## src/rtl/mine_num_map_scanner_if.sv

```systemverilog
// Purpose: bundles the scanner's control handshake, map input and deduce-unit link.
// Latency: none, wires only.
// Backpressure: none; start is a level sampled by the scanner only while idle.
interface mine_num_map_scanner_if #(
  parameter int MAP_WIDTH  = 8,
  parameter int MAP_HEIGHT = 8
);
  localparam int NCELLS = MAP_WIDTH * MAP_HEIGHT;

  logic                  start_i;
  logic [NCELLS-1:0]     map_i;
  logic [NCELLS-1:0]     map_o;
  logic [2:0]            x_pos_o;
  logic [2:0]            y_pos_o;
  logic [7:0]            position_o;
  logic [3:0]            round_mine_num_i;
  logic                  busy_o;
  logic                  done_o;
  logic [4*NCELLS-1:0]   num_map_o;

  // Scanner side.
  modport slave (
    input  start_i, map_i, round_mine_num_i,
    output map_o, x_pos_o, y_pos_o, position_o, busy_o, done_o, num_map_o
  );

  // Game-control FSM plus deduce unit side.
  modport master (
    output start_i, map_i, round_mine_num_i,
    input  map_o, x_pos_o, y_pos_o, position_o, busy_o, done_o, num_map_o
  );
endinterface

```

## src/rtl/mine_num_map_scanner.sv

```systemverilog
// Purpose: sweeps every map cell through deduce_mine_num and assembles the per-cell number map.
// Latency: done pulses MAP_WIDTH*MAP_HEIGHT+DEDUCE_LAT+1 cycles after start is accepted.
// Backpressure: none; start is ignored while busy or in DONE (no queuing).
module mine_num_map_scanner #(
  parameter int MAP_WIDTH  = 8,
  parameter int MAP_HEIGHT = 8,
  parameter int DEDUCE_LAT = 1
) (
  input  logic                   clk,
  input  logic                   rst,
  mine_num_map_scanner_if.slave  bus
);
  localparam int NCELLS = MAP_WIDTH * MAP_HEIGHT;

  typedef enum logic [1:0] {IDLE, SCAN, DRAIN, DONE} state_t;

  state_t                         state_q, state_d;
  logic [NCELLS-1:0]              map_q, map_d;
  logic [2:0]                     x_q, x_d, y_q, y_d;
  logic [7:0]                     pos_q, pos_d;
  logic [4*NCELLS-1:0]            num_map_q, num_map_d;
  // Stage i holds the position issued i+1 cycles ago; the last stage lines up with the returned count.
  logic [DEDUCE_LAT-1:0]          pipe_vld_q, pipe_vld_d;
  logic [DEDUCE_LAT-1:0][7:0]     pipe_pos_q, pipe_pos_d;
  logic                           issue, last_pos, drain_last;
  logic                           cap_vld;
  logic [7:0]                     cap_pos;
  logic                           busy, done;

  assign issue    = (state_q == SCAN);
  assign last_pos = (pos_q == 8'(NCELLS - 1));
  assign cap_vld  = pipe_vld_q[DEDUCE_LAT-1];
  assign cap_pos  = pipe_pos_q[DEDUCE_LAT-1];

  // Pipe is empty after this edge when nothing but the capturing stage is still valid.
  always_comb begin
    drain_last = 1'b1;
    for (int i = 0; i < DEDUCE_LAT - 1; i++) begin
      if (pipe_vld_q[i]) drain_last = 1'b0;
    end
  end

  // State register.
  always_ff @(posedge clk) begin
    if (rst) state_q <= IDLE;
    else     state_q <= state_d;
  end

  // Next-state logic.
  always_comb begin
    state_d = state_q;
    case (state_q)
      IDLE:    if (bus.start_i) state_d = SCAN;
      SCAN:    if (last_pos)    state_d = DRAIN;
      DRAIN:   if (drain_last)  state_d = DONE;
      DONE:                     state_d = IDLE;
      default:                  state_d = IDLE;
    endcase
  end

  // Status outputs decoded from state.
  always_comb begin
    busy = 1'b0;
    done = 1'b0;
    case (state_q)
      SCAN, DRAIN: busy = 1'b1;
      DONE:        done = 1'b1;
      default:     ;
    endcase
  end

  // Datapath next-state: map latch, coordinate walk, issue pipe and result capture.
  always_comb begin
    map_d     = map_q;
    x_d       = x_q;
    y_d       = y_q;
    pos_d     = pos_q;
    num_map_d = num_map_q;

    if (state_q == IDLE && bus.start_i) begin
      map_d     = bus.map_i;
      num_map_d = '0;
      x_d       = '0;
      y_d       = '0;
      pos_d     = '0;
    end else if (state_q == SCAN && !last_pos) begin
      pos_d = pos_q + 8'd1;
      if (x_q == 3'(MAP_WIDTH - 1)) begin
        x_d = '0;
        y_d = y_q + 3'd1;
      end else begin
        x_d = x_q + 3'd1;
      end
    end

    pipe_vld_d[0] = issue;
    pipe_pos_d[0] = pos_q;
    for (int i = 1; i < DEDUCE_LAT; i++) begin
      pipe_vld_d[i] = pipe_vld_q[i-1];
      pipe_pos_d[i] = pipe_pos_q[i-1];
    end

    // Mines override whatever the deduce unit returns with the reserved marker.
    for (int c = 0; c < NCELLS; c++) begin
      if (cap_vld && cap_pos == 8'(c)) begin
        num_map_d[4*c +: 4] = map_q[c] ? 4'hF : bus.round_mine_num_i;
      end
    end
  end

  // Datapath registers; reset discards any partial sweep.
  always_ff @(posedge clk) begin
    if (rst) begin
      map_q      <= '0;
      x_q        <= '0;
      y_q        <= '0;
      pos_q      <= '0;
      num_map_q  <= '0;
      pipe_vld_q <= '0;
      pipe_pos_q <= '0;
    end else begin
      map_q      <= map_d;
      x_q        <= x_d;
      y_q        <= y_d;
      pos_q      <= pos_d;
      num_map_q  <= num_map_d;
      pipe_vld_q <= pipe_vld_d;
      pipe_pos_q <= pipe_pos_d;
    end
  end

  assign bus.map_o      = map_q;
  assign bus.x_pos_o    = x_q;
  assign bus.y_pos_o    = y_q;
  assign bus.position_o = pos_q;
  assign bus.num_map_o  = num_map_q;
  assign bus.busy_o     = busy;
  assign bus.done_o     = done;
endmodule

```

## src/flat_wrapper.sv

```systemverilog
// flat-port wrapper written by rule: the top's interface ports become plain ports
module mine_num_map_scanner_flat 
#(
  parameter int MAP_WIDTH  = 8,
  parameter int MAP_HEIGHT = 8,
  parameter int DEDUCE_LAT = 1
)
  (clk, rst, bus_start_i, bus_map_i, bus_round_mine_num_i, bus_map_o, bus_x_pos_o, bus_y_pos_o, bus_position_o, bus_busy_o, bus_done_o, bus_num_map_o);
  mine_num_map_scanner_if #(.MAP_WIDTH(MAP_WIDTH), .MAP_HEIGHT(MAP_HEIGHT)) bus_i ();
  input  logic clk;
  input  logic rst;
  input wire logic [$bits(bus_i.start_i)-1:0] bus_start_i;
  input wire logic [$bits(bus_i.map_i)-1:0] bus_map_i;
  input wire logic [$bits(bus_i.round_mine_num_i)-1:0] bus_round_mine_num_i;
  output wire logic [$bits(bus_i.map_o)-1:0] bus_map_o;
  output wire logic [$bits(bus_i.x_pos_o)-1:0] bus_x_pos_o;
  output wire logic [$bits(bus_i.y_pos_o)-1:0] bus_y_pos_o;
  output wire logic [$bits(bus_i.position_o)-1:0] bus_position_o;
  output wire logic [$bits(bus_i.busy_o)-1:0] bus_busy_o;
  output wire logic [$bits(bus_i.done_o)-1:0] bus_done_o;
  output wire logic [$bits(bus_i.num_map_o)-1:0] bus_num_map_o;
  assign bus_i.start_i = bus_start_i;
  assign bus_i.map_i = bus_map_i;
  assign bus_i.round_mine_num_i = bus_round_mine_num_i;
  assign bus_map_o = bus_i.map_o;
  assign bus_x_pos_o = bus_i.x_pos_o;
  assign bus_y_pos_o = bus_i.y_pos_o;
  assign bus_position_o = bus_i.position_o;
  assign bus_busy_o = bus_i.busy_o;
  assign bus_done_o = bus_i.done_o;
  assign bus_num_map_o = bus_i.num_map_o;
  mine_num_map_scanner #(.MAP_WIDTH(MAP_WIDTH), .MAP_HEIGHT(MAP_HEIGHT), .DEDUCE_LAT(DEDUCE_LAT)) u_core (.clk(clk), .rst(rst), .bus(bus_i));
endmodule
```

## config.mk

```make
export PLATFORM = sky130hd
export DESIGN_NAME = mine_num_map_scanner_flat
export DESIGN_NICKNAME = d
export VERILOG_FILES = /design/src/rtl/mine_num_map_scanner_if.sv /design/src/rtl/mine_num_map_scanner.sv /design/src/flat_wrapper.sv
export SDC_FILE = /design/constraint.sdc
export NUM_CORES = 1
export LEC_CHECK = 0
export ABC_CLOCK_PERIOD_IN_PS = 2050
export BUFFER_PORTS_ARGS = -buffer_cell sky130_fd_sc_hd__buf_2
export CAP_MARGIN = 20
export CORE_ASPECT_RATIO = 0.7
export CORE_MARGIN = 2
export CORE_UTILIZATION = 45
export CTS_CLUSTER_DIAMETER = 100
export CTS_CLUSTER_SIZE = 8
export DETAILED_ROUTE_END_ITERATION = 10
export PLACE_DENSITY = 0.71
export SETUP_SLACK_MARGIN = 0.3
export SYNTH_ARGS = -nofsm -noshare
export SYNTH_HDL_FRONTEND = slang
export SYNTH_SLANG_ARGS = --single-unit
```

## constraint.sdc

```tcl
create_clock -name clk -period 2.05 [get_ports clk]
set_clock_uncertainty 0.2 [all_clocks]
set_input_delay 0.205 -clock clk [delete_from_list [all_inputs] [get_ports clk]]
set_output_delay 0.205 -clock clk [all_outputs]
set_load 0.05 [all_outputs]
```

== Word-level counts from Yosys, hierarchy flattened ==
Index checks and enable logic that the tools add are counted.
Storage, ports and cells
  flip-flop bits (word level): 345
  input port bits: 71
  output and inout bits: 336
Operators by class
  $add $sub $neg: 3
  equality and inequality tests: 70
  mux-type cells: 135
  reduce and logical (&&, ||, !) cells: 137
Operators by type and width (number)
  $mux W4: 128
  $eq A8 B6 Y1 const B: 33
  $mux W256: 1
  $eq A8 B5 Y1 const B: 16
  $reduce_bool A2 Y1: 64
  $logic_and A1 B1 Y1: 66
  $eq A8 B4 Y1 const B: 8
  $eq A8 B3 Y1 const B: 4
  $eq A8 B2 Y1 const B: 2
  $add A8 B1 Y8 const B: 1
  $eq A8 B1 Y1 const B: 1
  $logic_not A8 Y1: 1
  $pmux W2 S4: 1
  $add A3 B1 Y3 const B: 2
  $eq A2 B2 Y1 const B: 2
  $mux W2: 2
  $ne A2 B2 Y1 const B: 2
  $reduce_and A2 Y1: 2
  $reduce_or A2 Y1: 2
  $eq A3 B3 Y1 const B: 1
  $mux W3: 1
  $eq A2 B1 Y1 const B: 1
  $logic_not A2 Y1: 1
  $mux W1: 2
  $logic_not A1 Y1: 1

== Longest topological paths before layout ==
  depth after elaboration: 4
  gate-level depth with buffers: 7
  depth with buffers taken out: 5

== Worst setup path before layout ==
No wires, ideal clock.
  path kind: flip-flop to flip-flop
  start point: register u_core.pos_q[0] (netlist: u_core.bus.position_o[0])
  end point: register u_core.pos_q[6] (netlist: u_core.bus.position_o[6])
  arrival time: 1.733 ns
  data required time: 1.780 ns
  setup slack: 0.047 ns
  cell stages (with the launch flop): 5
  path buffers: 0
  path through: dfxtp_1 > ha_1 > nand2_1 > or4b_1 > a21oi_1
Between the ends
  cells in the longest elaborated chain, start to end: 3
  elaborated cells on any way between the ends: 4
  classes of those cells: add/sub: 1; eq/ne: 1; reduce/logical: 2
RTL lines
  start: declaration: RTL line mine_num_map_scanner.sv:20  | logic [7:0] pos_q, pos_d;
  start signal: assignment: RTL line mine_num_map_scanner.sv:125  | pos_q <= pos_d;
  branches (longest 3 deep; another with $add A8 B1 Y8)
Parallel ways; which one is timed is not known.
A chain may end at the register's enable or synchronous reset.

==> flow_summary.ini <==
[die]
core_area_mm2 = 0.02908
die_h_um = 148.2
start_util = 0.4596
ios = 407
dieArea_mm2 = 0.03112
die_w_um = 210.0
row_count = 52

[cells_and_area]
finalNetCount = 2010
diodes = 0
drive_above_1_share = 0.4335
most-common-layout-cells = buf_2, dfxtp_1, nor2_1, nand2_1, o2bb2ai_2
final_common_cell = buf_2
area_growth_pct = 55.05
final_area_mm2 = 0.02073

[worst_setup_path]
rr_endpoint = u_core.bus.position_o[7]
r2r_cells = 6
rrSetupSlack_ns = 0.23
critPathLaunchType = input pin
worstPathArrival_ns = 2.13
reg2reg_from = u_core.state_q[1]
worstPathRequired_ns = 2.32
cp-end-kind = register
cp_max_fo = 21
path_class = in -> reg

[pwr]
vdd.ir_drop.worst_uv = 813.8
power_density_mw_per_mm2 = 986.2
leakage_nw = 8.558

[min_path]
hold_depth = 4
hp-class = in -> reg
hp-start = bus_round_mine_num_i[1]
hold_end = u_core.bus.num_map_o[233]

[placement]
dp_hpwl_um = 31750
dp_slack_ns = 0.06259
post_dp_cell_area_mm2 = 0.01597
gp_congestion = 0.8293
io_buffers = 406

[clock_network]
cts_tree = built
clk_pin_slew_worst_paths_ns = 0.05
cts_buffer_depth = 3
cts.sinks = 345
root_buffer = clkbuf_16
clk_latency_ns = 0.55
numCtsBuffers = 49
h-tree-depth = 2

[global_route]
grt_usage = 0.3178
busiest_layer = met2
antenna_found_initial = 0
grt_util_met2 = 0.5056
grt_pass1_vias = 12950
overflow = 0
grt_pass1_wl_um = 76790
grt.met3_usage = 0.08974
grt_max_degree = 65
grtUsageMet1 = 0.4178

[route]
wirelength_um = 54230
vias = 13651
route.detailed.wl_per_inst_um = 23.47
routed_via_density = 5.907
drcViolationCount = 0
ant_nets = 0
drt_iter0_drc = 963
first_pass_iters = 5

[timing]
period_share = 0.9085
fmax_mhz = 536.9
fin_crit_ns = 1.862
finalHoldViolCount = 0
fin_worst_hold_slack_ns = 0.03814
tightestPinTransition_ns = 0.6657
fin_setup_tns_ns = 0
slew_headroom = 0.5562
grt_setup_unrepaired = yes
slew_viol_final = 0
setup_viol = 0
setup_slack_ns = 0.1875

[synth]
synth_seq_cells = 345
yosysUniqueCellTypes = 53
synth_top_area_share = 0.5167
seq_area_frac_synth = 0.5167
synthFlopType = dfxtp_1
synthTopCellsByArea = dfxtp_1, o2bb2ai_1, nor2_1
syn_nets = 1516
synth-edff-count = 0
yosysWarnings = 0
netlist_instances = 1436
avgSynthCellArea_um2 = 9.309
synth_top_area_cell = dfxtp_1
syn_area_mm2 = 0.01337
synthArstFlopShare = 0

[outcome]
outcome = finished clean

[job]
maxCapViolations = 0
cells by family after synthesis:
family	synth area share
AOI/OAI and AO/OA	0.2458
and+or+nand+nor	0.1792
DFF	0.5167
muxes	0.007488
adders and majority gates	0.008424
buffers and inverters	0.04240
synth_stat cells (all sizes together), types with 2 or more instances:
master	n
nand2	149
and2	2
and4b	4
nor2	259
nand4	3
o2bb2ai	228
buf	59
ha	9
or3	2
nor4b	5
dfxtp	345
a2111oi	2
o311ai	28
mux2i	10
a31oi	57
a21oi	72
nand2b	8
or4b	5
o21ai	30
and4bb	6
nor2b	10
nand3	65
clkbuf	56
inv	3
nand4b	2
report_power, final:
| part | switching [W] | total [W] | internal (W) |
|---|---|---|---|
| combinational | 0.00375 | 0.00582 | 0.00207 |
| sequential | 0.000451 | 0.00745 | 0.00700 |
| clock | 0.00283 | 0.00717 | 0.00433 |
worst max path at each step:
stage	from	endpoint	slack (ns)
finish	rst	u_core.bus.num_map_o[94]	0.19
global route	rst	u_core.bus.num_map_o[94]	0.19
CTS	u_core.state_q[0]	bus_busy_o	0.27
detailed placement	u_core.state_q[0]	u_core.bus.num_map_o[216]	0.06
global placement	u_core.state_q[0]	u_core.bus.num_map_o[219]	0.07
floorplan	u_core.state_q[1]	u_core.bus.position_o[6]	0.29
registers in the layout (all words and copies together) (netlist names):
name                   cells
u_core.bus.map_o          64
u_core.bus.num_map_o     256
u_core.bus.position_o      8
u_core.bus.x_pos_o         3
u_core.bus.y_pos_o         3
u_core.cap_pos             8
u_core.cap_vld             1
u_core.state_q             2
through the flow:
stage                     cells  utilization  power [W]
after floorplan            1436            -    0.01027
after global placement     2149       0.5490    0.01149
after detailed placement   2149       0.5490    0.01156
after CTS                  2291       0.6541    0.01965
after global routing       2311       0.7127    0.02113
final                      2311       0.7127    0.02044
area by class of cell:
class | count | area (µm²)
clock buffers | 52 | 1280
clock inverters | 2 | 17.52
fillers | 2056 | 8356
well taps | 378 | 473.0
multi-input cells | 973 | 7910
repair buffers | 558 | 4104
flip-flops and latches | 345 | 6929
inverters | 3 | 13.76
layer usage:
metal / routed length, µm / vias up / part of all wire
met4: 1297 / 0 / 0.024
met2: 25390 / 612 / 0.47
met1: 23080 / 6709 / 0.43
met5: 0 / - / 0
met3: 4466 / 89 / 0.082
li1: - / 6241 / -
worst max-delay path, cell delays in order:
cell and delay, ns:
dlygate4sd3_1 0.57, buf_4 0.18, nor4b_4 0.31, buf_6 0.19, buf_12 0.22, nand3_1 0.24
o2bb2ai_1 0.20
timing repair:
item	in CTS	in global routing
endpoints found under the setup margin	291	305
endpoints found under the hold margin	65	0
pin swaps	9	15
cloned	4	7
hold buffers	66	0
buffers inserted	18	13
gates resized for setup	135	244
(Power assumes the default switching activity.)
